--- config.mk ---
export PLATFORM = sky130hd
export DESIGN_NAME = switch_bounce_emulator
export DESIGN_NICKNAME = d
export VERILOG_FILES = /design/src/rtl/switch_bounce_emulator.sv
export SDC_FILE = /design/constraint.sdc
export NUM_CORES = 1
export LEC_CHECK = 0
export CORE_ASPECT_RATIO = 1.25
export CORE_UTILIZATION = 58
export CTS_CLUSTER_DIAMETER = 40
export DETAILED_ROUTE_END_ITERATION = 7
export MAX_ROUTING_LAYER = met4
export PLACE_DENSITY = 0.8
export SLEW_MARGIN = 25
export SYNTH_ARGS = -nofsm -noshare
export SYNTH_HDL_FRONTEND = slang
export SYNTH_SLANG_ARGS = --single-unit
--- constraint.sdc ---
create_clock -name clk -period 2.6 [get_ports clk]
set_input_delay 0.65 -clock clk [delete_from_list [all_inputs] [get_ports clk]]
set_output_delay 0.65 -clock clk [all_outputs]
set_load 0.005 [all_outputs]
--- src/rtl/switch_bounce_emulator.sv ---
// Emulates a bouncing mechanical contact: follows a clean commanded level through a programmable
// number of away-and-back bounces with LFSR-jittered dwell widths, then settles.
module switch_bounce_emulator #(
    parameter int unsigned MIN_WIDTH     = 4,
    parameter int unsigned JITTER_BITS   = 3,
    parameter int unsigned SETTLE_CYCLES = 8,
    parameter logic [15:0] SEED          = 16'hACE1
) (
    input  logic       clk,
    input  logic       reset_n,
    input  logic       clean_in,
    input  logic [3:0] num_bounces,
    output logic       noisy_output,
    output logic       busy,
    output logic       done,
    output logic       settled_level
);

    localparam logic [15:0] LfsrInit = (SEED == 16'h0000) ? 16'hACE1 : SEED;
    localparam logic [15:0] LfsrTaps = 16'hB400;

    // Counter must hold both the 13-bit dwell width and the settle length.
    localparam int unsigned SettleBits = $clog2(SETTLE_CYCLES + 1);
    localparam int unsigned CntW       = (SettleBits > 13) ? SettleBits : 13;

    localparam logic [11:0]     JitterMask = 12'((32'd1 << JITTER_BITS) - 32'd1);
    localparam logic [CntW-1:0] MinLoad    = CntW'(MIN_WIDTH);
    localparam logic [CntW-1:0] SettleLoad = CntW'(SETTLE_CYCLES);
    localparam logic [CntW-1:0] CntOne     = CntW'(1);

    typedef enum logic [1:0] {
        StIdle,
        StBounce,
        StSettle
    } state_e;

    state_e          state;
    logic [15:0]     lfsr;
    logic [15:0]     lfsr_next;
    logic [CntW-1:0] cnt;
    logic [CntW-1:0] dwell_width;
    logic [3:0]      pairs;
    logic            target;

    always_comb begin
        lfsr_next = {1'b0, lfsr[15:1]};
        if (lfsr[0]) begin
            lfsr_next = lfsr_next ^ LfsrTaps;
        end
        dwell_width = MinLoad + CntW'(lfsr[11:0] & JitterMask);
    end

    always_ff @(posedge clk or negedge reset_n) begin
        if (!reset_n) begin
            state         <= StIdle;
            lfsr          <= LfsrInit;
            cnt           <= '0;
            pairs         <= '0;
            target        <= 1'b0;
            noisy_output  <= 1'b0;
            busy          <= 1'b0;
            done          <= 1'b0;
            settled_level <= 1'b0;
        end else begin
            lfsr <= lfsr_next;
            done <= 1'b0;
            unique case (state)
                StIdle: begin
                    if (clean_in != settled_level) begin
                        target       <= clean_in;
                        noisy_output <= clean_in;
                        busy         <= 1'b1;
                        if (num_bounces != 4'd0) begin
                            pairs <= num_bounces;
                            cnt   <= dwell_width;
                            state <= StBounce;
                        end else begin
                            pairs <= 4'd0;
                            cnt   <= SettleLoad;
                            state <= StSettle;
                        end
                    end
                end
                StBounce: begin
                    if (cnt == CntOne) begin
                        noisy_output <= ~noisy_output;
                        // Currently away from target, so this toggle returns and closes a pair.
                        if (noisy_output != target) begin
                            if (pairs == 4'd1) begin
                                pairs <= 4'd0;
                                cnt   <= SettleLoad;
                                state <= StSettle;
                            end else begin
                                pairs <= pairs - 4'd1;
                                cnt   <= dwell_width;
                            end
                        end else begin
                            cnt <= dwell_width;
                        end
                    end else begin
                        cnt <= cnt - CntOne;
                    end
                end
                StSettle: begin
                    if (cnt == CntOne) begin
                        done          <= 1'b1;
                        settled_level <= target;
                        busy          <= 1'b0;
                        state         <= StIdle;
                    end else begin
                        cnt <= cnt - CntOne;
                    end
                end
                default: state <= StIdle;
            endcase
        end
    end

endmodule

==> results of run 1 <==
flip-flops by register name, indices dropped and copies added, names as in the netlist:
register / count
busy: 1
pairs: 4
cnt: 13
done: 1
settled_level: 1
state: 2
lfsr: 16
target: 1
noisy_output: 1
cells by family (layout without fill, tap and decap cells):
group	count (synthesis)	after routing	synth area share, %
muxes	2	2	1.13
xor gates and xnor gates	7	7	3.08
buffers and inverters	16	36	3.14
DFF	40	40	50.8
and+or+nand+nor	64	64	18.5
AOI/OAI and AO/OA	59	59	18.4
adders and majority gates	8	8	5.03
how the worst min path moves through the flow:
stage / to / startpoint / slack [ps]
final: lfsr[3] / lfsr[4] / 350
after global routing: lfsr[5] / lfsr[6] / 360
after CTS: lfsr[3] / lfsr[4] / 360
after detailed placement: lfsr[8] / lfsr[9] / 340
after global placement: lfsr[3] / lfsr[4] / 340
after floorplan: lfsr[2] / lfsr[3] / 330
per-layer routing:
layer | vias to the layer above | track usage, % | routed length [um]
li1 | 758 | - | -
met1 | 803 | 29.4 | 1700
met2 | 37 | 43.8 | 2090
met3 | 8 | 6.08 | 145
met4 | 0 | 11.5 | 82
met5 | - | - | 0
cell type report:
cell class	count	area [um^2]
clock buffer	6	72.6
tap	37	46.3
sequential	40	1010
timing repair buffer	18	155
multi-input combinational	140	917
inverter	10	37.5
clock inverter	2	60.1
fill	247	952
report_power, final:
part | switching [W] | internal [W] | total [W]
clock | 0.000212 | 0.000383 | 0.000595
sequential | 0.000207 | 0.000774 | 0.000981
combinational | 0.000797 | 0.000583 | 0.00138
total | 0.00122 | 0.00174 | 0.00296
synthesized netlist by cell type, drive strengths merged (2+ instances only):
cell type  number  area share, %
dfrtp          32             40
o21ai          23            5.8
nor2           17            3.2
a21oi          13            3.3
nand2          12            2.3
inv            10            1.9
dfstp           8             11
ha              8            5.0
nor3            8            2.0
clkbuf          6            1.3
xor2            6            2.6
nand3           5            1.5
a31oi           4            1.3
nor4            4            2.8
o31ai           4            1.5
or4             4            1.5
o41ai           3            1.3
a221o           2            1.0
a221oi          2           0.88
and3            2           0.63
mux2            2            1.1
nor2b           2           0.63
nor4b           2            1.2
o2111ai         2           0.88
or3             2           0.63
through the flow:
step / utilization, % / setup WS (ps)
floorplan: - / 459
global placement: 66.6 / 154
detailed placement: 66.6 / 124
CTS: 70.7 / 283
global route: 70.7 / 162
finish: 70.7 / 282
critical path, delay by kind of cell (launching register included):
kind | cells | cell delay (ps)
and+or+nand+nor | 3 | 970
DFF | 1 | 480
AOI/OAI and AO/OA | 1 | 390
muxes | 1 | 380
==> flow_metrics.tcl, run 1 <==
set metrics [dict create \
    crit_type "reg -> reg" \
    slowest_delay_ps 480 \
    post_cts_buffers 0 \
    crit_slowest_cell "dfrtp_1" \
    layout_commonest_cell "dfrtp_1" \
    cts_resized 0 \
    route.detailed.drc 0 \
    slew_violations 0 \
    clock_path_buffers 2 \
    synth_edf_count 0 \
    viasPerCell 6.35 \
    status "completed" \
    track_usage_pct 26.3 \
    finalSetupViolCount 0 \
    worst_r2r_endpoint "state[0]" \
    worstSetupStartpointType "register" \
    cts_tree "yes" \
    hold_viol_final 0 \
    clockRootBuffer "clkbuf_8" \
    cts_buffers 5 \
    start_util_pct 61.2 \
    synth_cell_type_count 42 \
    fin_tns_setup_ps 0 \
    vdd_drop_max_mv 0.892 \
    design_area_um2 2300 \
    syn-instance-count 196 \
    path_cells "nor4_4, and3_1, nand3_1, a221oi_1, mux2_2" \
    mostFrequentLayoutCells "dfrtp_1 (32), o21ai_0 (23), nor2_1 (17), a21oi_1 (13), nand2_1 (12)" \
    min_path_type "reg -> reg" \
    clock_sinks 40 \
    cp_data_arrival_time_ps 2500 \
    skew_ps 5.16 \
    finalNonFillerCells 253 \
    worst_slew_pin_slew_ps 839 \
    relSlewSlack_pct 44.1 \
    power.total_w 0.00296 \
    grt_max_degree 41 \
    reg2regPathDepth 5 \
    fin_crit_ps 2320 \
    worstPathRequired_ps 2780 \
    core-area_um2 3250 \
    hold_slack_ps 355 \
    endpoint_kind "register" \
    min_path_cells 0 \
    h-tree-depth 2 \
    rsz0062_at_grt "false" \
    routed_wl_um 4020 \
    crit_path_max_fanout 8 \
    dieArea_um2 3670 \
    ys_seq_area_share_pct 50.8 \
    r2r_start "cnt[4]" \
    ys_ff_latch 40 \
    yosysWarnings 0 \
    syn_to_final_growth_pct 15.5 \
    timing.final.crit_share_pct 89.2 \
    syn_nets 211 \
    cts.reportedPaths.clkPinSlew_ps 70 \
    power_density_nw_per_um2 1290 \
    globalRoute.totalOverflow 0 \
    drive_above_1_share_pct 13.9 \
    rows 23 \
    gp_congestion 0.838 \
    maxCapViolCount 0 \
    port_buffers 10 \
    grt_pass1_wl_um 6600 \
    cp-endpoint "state[0]" \
    crit_start "cnt[4]" \
    ios 11 \
    die_h_um 67.5 \
    p_leak_nw 1.02 \
    syn_area_um2 1990 \
    synthArstFlopShare_pct 100 \
    fmax_mhz 431 \
    post-place-cells 245 \
    die-width_um 54.4 \
    wl_per_cell_um 15.9 \
    antenna_cells 0 \
    postPlaceCellArea_um2 2170 \
    drt_iter0_drc 49 \
    nNetsFinal 230 \
    cts_hold_buf 0 \
    r2r_slack_ps 280 \
    synth_flop_cell "dfrtp_1" \
    antenna_found_initial 0 \
    synth_area_per_cell_um2 10.2 \
    grt_pass1_vias 1504 \
    worstSkewPairLatency_ps 290 \
    post-dp-hpwl_um 2890 \
    via_count 1606 \
    antenna_left 0 \
    drt-pass1-iter-count 4 \
]
(Power assumes the default switching activity.)
==> inputs of run 2 (changes only) <==
--- a/config.mk
+++ b/config.mk
@@ -6,11 +6,12 @@
 export NUM_CORES = 1
 export LEC_CHECK = 0
 export CORE_ASPECT_RATIO = 1.25
-export CORE_UTILIZATION = 58
+export CORE_UTILIZATION = 50
 export CTS_CLUSTER_DIAMETER = 40
+export CTS_CLUSTER_SIZE = 20
 export DETAILED_ROUTE_END_ITERATION = 7
 export MAX_ROUTING_LAYER = met4
-export PLACE_DENSITY = 0.8
+export PLACE_DENSITY = 0.71
 export SLEW_MARGIN = 25
 export SYNTH_ARGS = -nofsm -noshare
 export SYNTH_HDL_FRONTEND = slang
==> flow_metrics.tcl, run 2 (synthesis results as in run 1) <==
set metrics [dict create \
    port_buffers 10 \
    finalSetupViolCount 0 \
    antenna_found_initial 0 \
    hold_viol_final 0 \
    slowest_delay_ps 430 \
    crit_path_max_fanout 8 \
    post-dp-hpwl_um 2690 \
    start_util_pct 52.6 \
    path_cells "inv_1, ha_1, nor4b_2, and3_1, nand3_1, a221oi_1, mux2_2" \
    rows 25 \
    crit_type "reg -> reg" \
    rsz0062_at_grt "false" \
    largest_register_ffs 16 \
    p_leak_nw 1.02 \
    timing.final.crit_share_pct 92.5 \
    layout_commonest_cell "dfrtp_1" \
    preCtsSetupSlack_ps 124 \
    clock_path_buffers 2 \
    post_cts_buffers 0 \
    skew_ps 5.19 \
    status "completed" \
    fmax_mhz 416 \
    ios 11 \
    power_density_nw_per_um2 1240 \
    h-tree-depth 2 \
    fin_crit_ps 2410 \
    mostFrequentLayoutCells "dfrtp_1 (32), o21ai_0 (23), nor2_1 (17), a21oi_1 (13), nand2_1 (12)" \
    reg.largest.list "lfsr: 16 flops, cnt: 13 flops, pairs: 4 flops" \
    endpoint_kind "register" \
    fin_tns_setup_ps 0 \
    vdd_drop_max_mv 0.621 \
    dieArea_um2 4240 \
    wl_per_cell_um 14.3 \
    core-area_um2 3780 \
    worstSkewPairLatency_ps 290 \
    cts_hold_buf 0 \
    cts_resized 0 \
    grt_pass1_wl_um 6820 \
    worstSetupStartpointType "register" \
    antenna_cells 0 \
    nNetsFinal 230 \
    routed_wl_um 3860 \
    grt_pass1_vias 1555 \
    cts.reportedPaths.clkPinSlew_ps 80 \
    min-delay-start "lfsr[4]" \
    clock_sinks 40 \
    die_h_um 72.5 \
    relSlewSlack_pct 43.9 \
    maxCapViolCount 0 \
    globalRoute.totalOverflow 0 \
    cp_data_arrival_time_ps 2580 \
    route.detailed.drc 0 \
    grt_max_degree 41 \
    slew_violations 0 \
    reg2regPathDepth 7 \
    worst_r2r_endpoint "state[0]" \
    r2r_start "cnt[1]" \
    gp_congestion 0.855 \
    drt-pass1-iter-count 4 \
    postPlaceCellArea_um2 2190 \
    cts_tree "yes" \
    clockRootBuffer "clkbuf_8" \
    timing.final.ws_setup_ps 194 \
    regMostFlops "lfsr" \
    via_count 1594 \
    hold_slack_ps 352 \
    syn_to_final_growth_pct 15.8 \
    crit_slowest_cell "dfrtp_1" \
    whs_endpoint "lfsr[3]" \
    track_usage_pct 21.9 \
    min_path_type "reg -> reg" \
    die-width_um 58.4 \
    min_path_cells 0 \
    power.total_w 0.00286 \
    drive_above_1_share_pct 14.4 \
    viasPerCell 5.90 \
    cts_buffers 5 \
    r2r_slack_ps 190 \
    antenna_left 0 \
    design_area_um2 2300 \
    drt_iter0_drc 128 \
    worstPathRequired_ps 2780 \
    worst_slew_pin_slew_ps 842 \
]
[run 2: changes by cell type in the layout (fill, tap and decap cells not counted)]
cell,before,now
clkinv_4,0,2
bufinv_16,2,1
clkbuf_1,1,0
[run 2: worst max-delay path, delay by kind of cell (launching register included)]
kind                       cells  cell delay (ps)
AOI/OAI and AO/OA              1              390
and+or+nand+nor                3              830
DFF                            1              430
buffers and inverters          1               90
muxes                          1              400
adders and majority gates      1              150
[run 2: metrics by stage]
step	instances	util (%)
final	270	60.9
after global routing	270	60.9
after CTS	270	60.9
after detailed placement	262	57.8
after global placement	262	57.8
after floorplan	196	-
[run 2: area by class of cell]
class / count / area, um^2
Timing Repair Buffer: 18 / 155
Multi-Input combinational cell: 140 / 917
Tap cell: 54 / 67.6
Fill cell: 313 / 1480
Clock inverter: 3 / 47.5
Clock buffer: 5 / 68.8
Inverter: 10 / 37.5
Sequential cell: 40 / 1010
[run 2: where the power goes]
part	switching [W]	internal [W]	total, W
sequential	0.000211	0.000774	0.000985
clock	0.000222	0.000289	0.000511
combinational	0.000778	0.000582	0.00136
[run 2: worst max path at each step]
stage	startpoint	end	slack (ps)	cells past startpoint
finish	cnt[1]	state[0]	190	7
global route	cnt[1]	state[0]	120	7
CTS	cnt[1]	state[0]	210	7
detailed placement	clean_in	pairs[3]	120	6
global placement	clean_in	pairs[3]	160	6
floorplan	cnt[1]	pairs[3]	460	8
[run 2: routing by layer]
| metal | track usage, % | vias to the layer above | part of all wire, % |
|---|---|---|---|
| li1 | - | 756 | - |
| met1 | 27.0 | 774 | 44 |
| met2 | 34.7 | 56 | 49 |
| met3 | 4.46 | 8 | 4.8 |
| met4 | 9.79 | 0 | 1.7 |
| met5 | - | - | 0 |
